<file path="config.mk">
export PLATFORM = sky130hd
export DESIGN_NAME = target_addr_hold_reg
export DESIGN_NICKNAME = d
export VERILOG_FILES = /design/src/rtl/target_addr_hold_reg_pkg.sv /design/src/rtl/target_addr_hold_reg.sv
export SDC_FILE = /design/constraint.sdc
export NUM_CORES = 1
export LEC_CHECK = 0
export CORE_MARGIN = 10
export CORE_UTILIZATION = 35
export DETAILED_ROUTE_END_ITERATION = 10
export PLACE_DENSITY = 0.71
export SLEW_MARGIN = 20
export SYNTH_ARGS = -nofsm -noshare
export SYNTH_HDL_FRONTEND = slang
export SYNTH_SLANG_ARGS = --single-unit
</file>
<file path="constraint.sdc">
create_clock -name clk -period 1 [get_ports clk]
set_clock_uncertainty 0.05 [all_clocks]
set_input_delay 0.2 -clock clk [delete_from_list [all_inputs] [get_ports clk]]
set_output_delay 0.2 -clock clk [all_outputs]
set_load 0.03 [all_outputs]
</file>
<file path="src/rtl/target_addr_hold_reg_pkg.sv">
// Shared CPU datapath constants used by the target-address pipeline register.
// Latency: n/a (constants only).
// Backpressure: n/a.
package target_addr_hold_reg_pkg;

  // Width of an instruction address in the MIPS datapath.
  localparam int unsigned CPU_ADDR_W = 32;

  // Address that pipeline address registers return to on reset. PC-update
  // logic relies on a cleared target register, so this stays zero.
  localparam logic [CPU_ADDR_W-1:0] CPU_RESET_ADDR = 32'h0000_0000;

endpackage : target_addr_hold_reg_pkg

</file>
<file path="src/rtl/target_addr_hold_reg.sv">
// Holds the branch/jump target computed in one stage for PC-update logic in the next.
// Latency: 1 cycle from tgt_addr_0 to tgt_addr_1; no combinational path through.
// Backpressure: clk_enable low (CPU stall) freezes the stored target indefinitely.
module target_addr_hold_reg
  import target_addr_hold_reg_pkg::*;
#(
  parameter int unsigned          ADDR_W    = CPU_ADDR_W,
  parameter logic [ADDR_W-1:0]    RESET_VAL = CPU_RESET_ADDR[ADDR_W-1:0]
) (
  input  logic              clk,
  input  logic              reset,       // asynchronous, active-low
  input  logic              clk_enable,  // 1 = capture, 0 = hold
  input  logic [ADDR_W-1:0] tgt_addr_0,
  output logic [ADDR_W-1:0] tgt_addr_1
);

  logic [ADDR_W-1:0] tgt_addr_q;

  // Target register: async clear wins over any capture; otherwise load when the CPU advances.
  always_ff @(posedge clk or negedge reset) begin
    if (!reset) begin
      tgt_addr_q <= RESET_VAL;
    end else if (clk_enable) begin
      tgt_addr_q <= tgt_addr_0;
    end
  end

  assign tgt_addr_1 = tgt_addr_q;

endmodule : target_addr_hold_reg

</file>
# Word-level counts from Yosys, hierarchy flattened
# Cells that the tools add are included.
[word_totals] regBits=32 out_inout_bits=32

# Depth between registers and ports, before layout
# Gate-level depths: netlist of the first run.
[logic_depth] ltp_word=0 mapped_depth=3

# Least setup slack after synthesis of the first run
# OpenSTA, ideal clock, no wires.
[synth_path] path_type="reg-to-reg" from="reg tgt_addr_1[0] (netlist name)" to="reg tgt_addr_q[0], in the netlist tgt_addr_1[0]" setup_time_ns=0.125 t_arrival_ns=0.764 t_required_ns=0.825 slack_ns=0.061 path_stages_with_launch=2 path_buffers=0 path_cell_list="dfrtp_1 -> mux2_4"
[synth_rtl] item="to (signal assigned)" line="target_addr_hold_reg.sv:24" source="tgt_addr_q <= tgt_addr_0;"
[synth_rtl] item="to (decl)" line="target_addr_hold_reg.sv:17" source="logic [ADDR_W-1:0] tgt_addr_q;"

# Worst setup path after layout of the first run
[layout_path] from="reg tgt_addr_q[20], in the netlist tgt_addr_1[20]" to="out tgt_addr_1[20]"
[layout_rtl] item="to (decl)" line="target_addr_hold_reg.sv:14" source="output logic [ADDR_W-1:0] tgt_addr_1"
# No word-level cell between the ends.

==> impl_metrics.yaml, run 1 <==
placed_design:
  placed_cell_area_um2: 1969
  dp_cells: 181
  hpwl_mm: 2.529
  portBuffers: 66
  place.gp.congestion: 0.7736
floorplanning:
  coreArea_um2: 3689
  die_x_um: 81.99
  die_h_um: 81.99
  die_area_um2: 6722
  initial_utilization_pct: 36.47
  io_pins: 67
  rows: 22
cts:
  hold_buffers: 0
  clock-sinks: 32
  clk_pin_slew_ns: 0.07
  clk_latency_ns: 0.27
  numCtsBuffers: 5
  cts_tree: "yes"
  ctsHtreeMaxLevel: 2
  root_buffer: "clkbuf_8"
  cts_buffer_depth: 2
timing:
  rsz0062_at_grt: "yes"
  fmax_ghz: 0.9266
  fin_crit_sh_pct: 107.9
  whs_ns: 0.2348
  finalWorstPathRequiredPeriod_ns: 1.079
  setup_viol: 32
  setup_ws_ns: -0.07923
  hold_viol: 0
  tightestPinTransition_ns: 0.1748
  maxSlewViolCount: 0
  worst_slew_margin_rel_pct: 88.34
synth:
  synth-seq-cells: 32
  yosys_warnings: 0
  yosysTopAreaCell: "dfrtp_1"
  synth.avg_cell_area_um2: 19.78
  synth_cell_types: 5
  async_flop_share_pct: 100.0
  syn_area_um2: 1345
  syn_nets: 103
  post-synth-top-count-cell: "dfrtp_1"
  yosys-top-cells-count: "dfrtp_1, mux2_4, buf_12, mux2_2, buf_6"
  synthTopCellsByArea: "dfrtp_1, mux2_4, buf_12, mux2_2, buf_6"
  synth_edf_count: 0
  ys_seq_area_share_pct: 59.53
  postSynthCellCount: 68
  synth.top_cell.area_share_pct: 59.53
  synthFlopType: "dfrtp_1"
route:
  vias: 889
  wl_per_cell_um: 16.81
  drc: 0
  viasPerCell: 4.379
  drtPass1Iterations: 3
  wl_mm: 3.412
  drtIter0Drc: 18
  antenna_left: 0
global_route:
  grt.overflow.total: 0
  grt_pass1_wl_mm: 5.285
  grtUsageTotal_pct: 10.37
  grt_max_degree: 33
  grt_pass1_vias: 1030
  antenna_found_initial: 0
critical_path:
  cp_data_arrival_time_ns: 0.83
  cp.depth: 1
  setup.worst_path.end: "tgt_addr_1[20]"
  path_max_fanout: 2
  worst_ep_required_time_ns: 0.75
  cp-start-kind: "register"
  crit_chain: "buf_6"
  cp_slowest_cell: "dfrtp_1"
  r2r_start: "tgt_addr_1[27]$_DFFE_PN0P_"
  crit_buf_inv: 1
  worstRegToRegCells: 2
  r2r_slack_ns: 0.04
  setup.worst_path.start: "tgt_addr_1[20]$_DFFE_PN0P_"
  r2r-end: "tgt_addr_1[27]$_DFFE_PN0P_"
  endpoint_kind: "output port"
  cp_top_family: "flip-flops"
  worstSetupPathType: "register to output port"
  slowest_delay_ns: 0.40
layout:
  instances_no_fill: 203
  final_util_pct: 62.42
  diodes: 0
  stdcell_area_um2: 2302
  largest_reg_flops: 32
  synthToLayoutAreaGrowth_pct: 71.16
  fin_nets: 189
  drive_gt1_share_pct: 57.42
power_and_ir_drop:
  pwr-share-clk_pct: 31.4
  p_seq_share_pct: 40.0
  total_power_mw: 3.816
  irDropWorstVdd_mv: 0.8178
  p_per_area_nw_per_um2: 1657
  p_leak_nw: 1.106
  p_int_mw: 2.793
  p_sw_mw: 1.022
  swShare_pct: 26.79
  power_frac_comb_pct: 28.7
min_path:
  hold_path_class: "input port to async pin"
status:
  status: "finished with violations"
  violations: "setup timing"
job:
  cap_violations: 0
how the worst min path moves through the flow:
| stage | startpoint | endpoint | slack (ns) | cells after the start |
|---|---|---|---|---|
| floorplan | reset | tgt_addr_1[0]$_DFFE_PN0P_ | -0.15 | 0 |
| global placement | tgt_addr_1[18]$_DFFE_PN0P_ | tgt_addr_1[18]$_DFFE_PN0P_ | 0.44 | 1 |
| detailed placement | tgt_addr_1[26]$_DFFE_PN0P_ | tgt_addr_1[26]$_DFFE_PN0P_ | 0.45 | 1 |
| CTS | reset | tgt_addr_1[24]$_DFFE_PN0P_ | 0.24 | 2 |
| global route | clk_enable | tgt_addr_1[31]$_DFFE_PN0P_ | 0.24 | 2 |
| finish | reset | tgt_addr_1[30]$_DFFE_PN0P_ | 0.23 | 2 |
cell families (layout without fill, tap and decap cells):
family   count (synthesis)  in the layout  share of synthesized area [%]
mux                     32             32                          35.16
flops                   32             32                          59.54
buf+inv                  4             91                          5.302
stage by stage:
step,setup TNS (ns),setup slack [ns]
5_1_grt,-3.103,-0.1161
3_5_place_dp,-1.885,-0.07871
6_report,-2.091,-0.07923
3_3_place_gp,-1.188,-0.05359
4_1_cts,-2.463,-0.09643
2_1_floorplan,0,0.06131
power groups by stage:
stage / clock network, mW / registers [mW] / logic, mW
floorplan: 0 / 1.78 / 0.265
detailed placement: 0 / 1.52 / 0.943
global placement: 0 / 1.52 / 0.930
CTS: 1.23 / 1.52 / 1.08
global route: 1.29 / 1.54 / 1.15
finish: 1.20 / 1.52 / 1.09
placed cells by master, fill, tap and decap left out:
cell type         n
buf_2             1
mux2_4           30
clkdlybuf4s50_1  33
clkinv_2          1
buf_4            14
buf_12            3
clkbuf_8          5
bufinv_16         1
clkbuf_1          1
dfrtp_1          32
mux2_2            2
buf_6            32
routing by layer:
| layer | routed length, um | GRT usage, % | up-vias |
|---|---|---|---|
| met3 | 332 | 5.459 | 6 |
| met5 | 0 | 0 | - |
| li1 | - | - | 403 |
| met1 | 1327 | 11.39 | 438 |
| met4 | 53 | 5.612 | 0 |
| met2 | 1699 | 15.91 | 42 |
area by class of cell:
cell class,instances,area [um2]
clock buffer,6,72.57
clock inverter,2,35.03
fill,267,1386
multi-input combinational,32,473.0
sequential,32,800.8
tap,48,60.06
timing repair buffer,83,860.8
worst register-to-register path, stage by stage, from the launching register on:
cell and delay (ns):
dfrtp_1 0.40, buf_4 0.14, mux2_4 0.26
timing repair:
| item | 4_1_cts | 5_1_grt |
|---|---|---|
| setup buffers | 9 | 5 |
| gates resized for setup | 32 | 0 |
| endpoints found under the setup margin | 32 | 32 |
(Power assumes the default switching activity.)
==> run 2, diff against run 1 <==
--- a/config.mk
+++ b/config.mk
@@ -7,8 +7,11 @@
 export LEC_CHECK = 0
 export CORE_MARGIN = 10
 export CORE_UTILIZATION = 35
+export CTS_BUF_LIST = sky130_fd_sc_hd__clkbuf_2
+export CTS_CLUSTER_SIZE = 16
 export DETAILED_ROUTE_END_ITERATION = 10
 export PLACE_DENSITY = 0.71
+export RECOVER_POWER = 50
 export SLEW_MARGIN = 20
 export SYNTH_ARGS = -nofsm -noshare
 export SYNTH_HDL_FRONTEND = slang
==> run 2 against run 1 <==
The flow still finishes with violations (setup timing). Wire length increased by 1.1%. Die area unchanged. Via count increased by 0.45%. Maximum frequency decreased by 9.9%. Core utilization decreased by 1.5 points. Register-to-register slack got worse by 0.12 ns. Critical path depth unchanged. Combinational power about the same. First-iteration DRC count increased by 78%. Count of clock-buffer cells in the layout unchanged. Final area decreased by 2.3%. Sequential share of layout area increased by 0.83 points. Largest cell class unchanged.
==> impl_metrics.yaml, run 2 (same netlist as run 1, synthesis figures left out) <==
timing:
  fmax_ghz: 0.8351
  setup_viol: 35
  tightestPinTransition_ns: 0.7013
  finalWorstPathRequiredPeriod_ns: 1.197
  tns_ns: -5.841
  setup_ws_ns: -0.1974
  rsz0062_at_grt: "yes"
  fin_crit_sh_pct: 119.7
  worst_slew_margin_rel_pct: 53.25
  hold_viol: 0
  maxSlewViolCount: 0
placed_design:
  place.gp.congestion: 0.7736
  preCtsSetupSlack_ns: -0.07871
  portBuffers: 66
  hpwl_mm: 2.529
  placed_cell_area_um2: 1969
min_path:
  hold_path_class: "input port to register"
route:
  drc: 0
  drtIter0Drc: 32
  wl_per_cell_um: 17.00
  wl_mm: 3.450
  viasPerCell: 4.399
  antenna_left: 0
  vias: 893
  drtPass1Iterations: 4
critical_path:
  endpoint_kind: "output port"
  cp_data_arrival_time_ns: 0.95
  slowest_delay_ns: 0.44
  path_max_fanout: 2
  worstSetupPathType: "register to output port"
  crit_chain: "buf_6"
  cp_top_family: "flip-flops"
  worst_ep_required_time_ns: 0.75
  cp_slowest_cell: "dfrtp_1"
  crit_buf_inv: 1
  cp-start-kind: "register"
global_route:
  grt_pass1_wl_mm: 5.278
  grtUsageTotal_pct: 10.42
  grt_pass1_vias: 1013
  grt_max_degree: 33
  antenna_found_initial: 0
  grt.overflow.total: 0
layout:
  largest_reg_flops: 32
  drive_gt1_share_pct: 58.06
  final_cell_mix: "clkdlybuf4s50_1, buf_6, dfrtp_1"
  fin_nets: 189
  diodes: 0
  stdcell_area_um2: 2248
  synthToLayoutAreaGrowth_pct: 67.16
cts:
  ctsHtreeMaxLevel: 2
  numCtsBuffers: 5
  clk_latency_ns: 0.35
  cts_tree: "yes"
  cts_buffer_depth: 2
  root_buffer: "clkbuf_2"
  clk_pin_slew_ns: 0.18
  clock-sinks: 32
power_and_ir_drop:
  p_leak_nw: 1.089
  irDropWorstVdd_mv: 0.7806
  p_per_area_nw_per_um2: 1549
floorplanning:
  coreArea_um2: 3689
  die_h_um: 81.99
  rows: 22
  die_x_um: 81.99
  io_pins: 67
  initial_utilization_pct: 36.47
  die_area_um2: 6722
status:
  violations: "setup timing"
  status: "finished with violations"
job:
  cap_violations: 0
run 2: final timing paths:
check | from | end | slack, ns | cells after the start
max | tgt_addr_1[5]$_DFFE_PN0P_ | tgt_addr_1[5] | -0.20 | 1
min | clk_enable | tgt_addr_1[29]$_DFFE_PN0P_ | 0.15 | 2
max reg2reg | tgt_addr_1[30]$_DFFE_PN0P_ | tgt_addr_1[30]$_DFFE_PN0P_ | -0.08 | 3
min reg2reg | tgt_addr_1[15]$_DFFE_PN0P_ | tgt_addr_1[15]$_DFFE_PN0P_ | 0.51 | 1
max in group asynchronous | reset | tgt_addr_1[3]$_DFFE_PN0P_ | 0.17 | 2
min in group asynchronous | reset | tgt_addr_1[26]$_DFFE_PN0P_ | 0.27 | 2
run 2: area by class of cell:
type | count | area [um2]
Fill cell | 279 | 1440
Timing Repair Buffer | 83 | 849.6
Sequential cell | 32 | 800.8
Multi-Input combinational cell | 32 | 473.0
Tap cell | 48 | 60.06
Clock inverter | 2 | 35.03
Clock buffer | 6 | 30.03
run 2: power breakdown:
group	internal (mW)	total, mW	switching (mW)
Combinational	0.625	1.09	0.465
Clock	0.431	0.871	0.440
Sequential	1.42	1.52	0.0994
Total	2.48	3.48	1.00
run 2: routing by layer:
layer / up-vias / GRT usage, % / wire length [um]
met5: - / 0 / 0
met4: 0 / 5.612 / 58
met3: 7 / 5.459 / 333
met2: 43 / 15.75 / 1729
met1: 440 / 11.65 / 1328
li1: 403 / - / -
run 2: timing repair:
action,4_1_cts,5_1_grt
endpoints found under the setup margin,32,32
hold buffers,0,0
resized for setup,32,1
setup buffers,9,5
pin swaps,0,0
hold endpoints to repair,0,0
run 2: stage by stage:
stage | instances | util [%] | power (mW) | hold slack, ns
6_report | 203 | 60.96 | 3.484 | 0.1467
3_3_place_gp | 181 | 53.39 | 2.449 | 0.4445
3_5_place_dp | 181 | 53.39 | 2.466 | 0.4462
5_1_grt | 203 | 60.96 | 3.652 | 0.09534
4_1_cts | 198 | 60.24 | 3.503 | 0.1011
2_1_floorplan | 68 | - | 2.043 | -0.1456
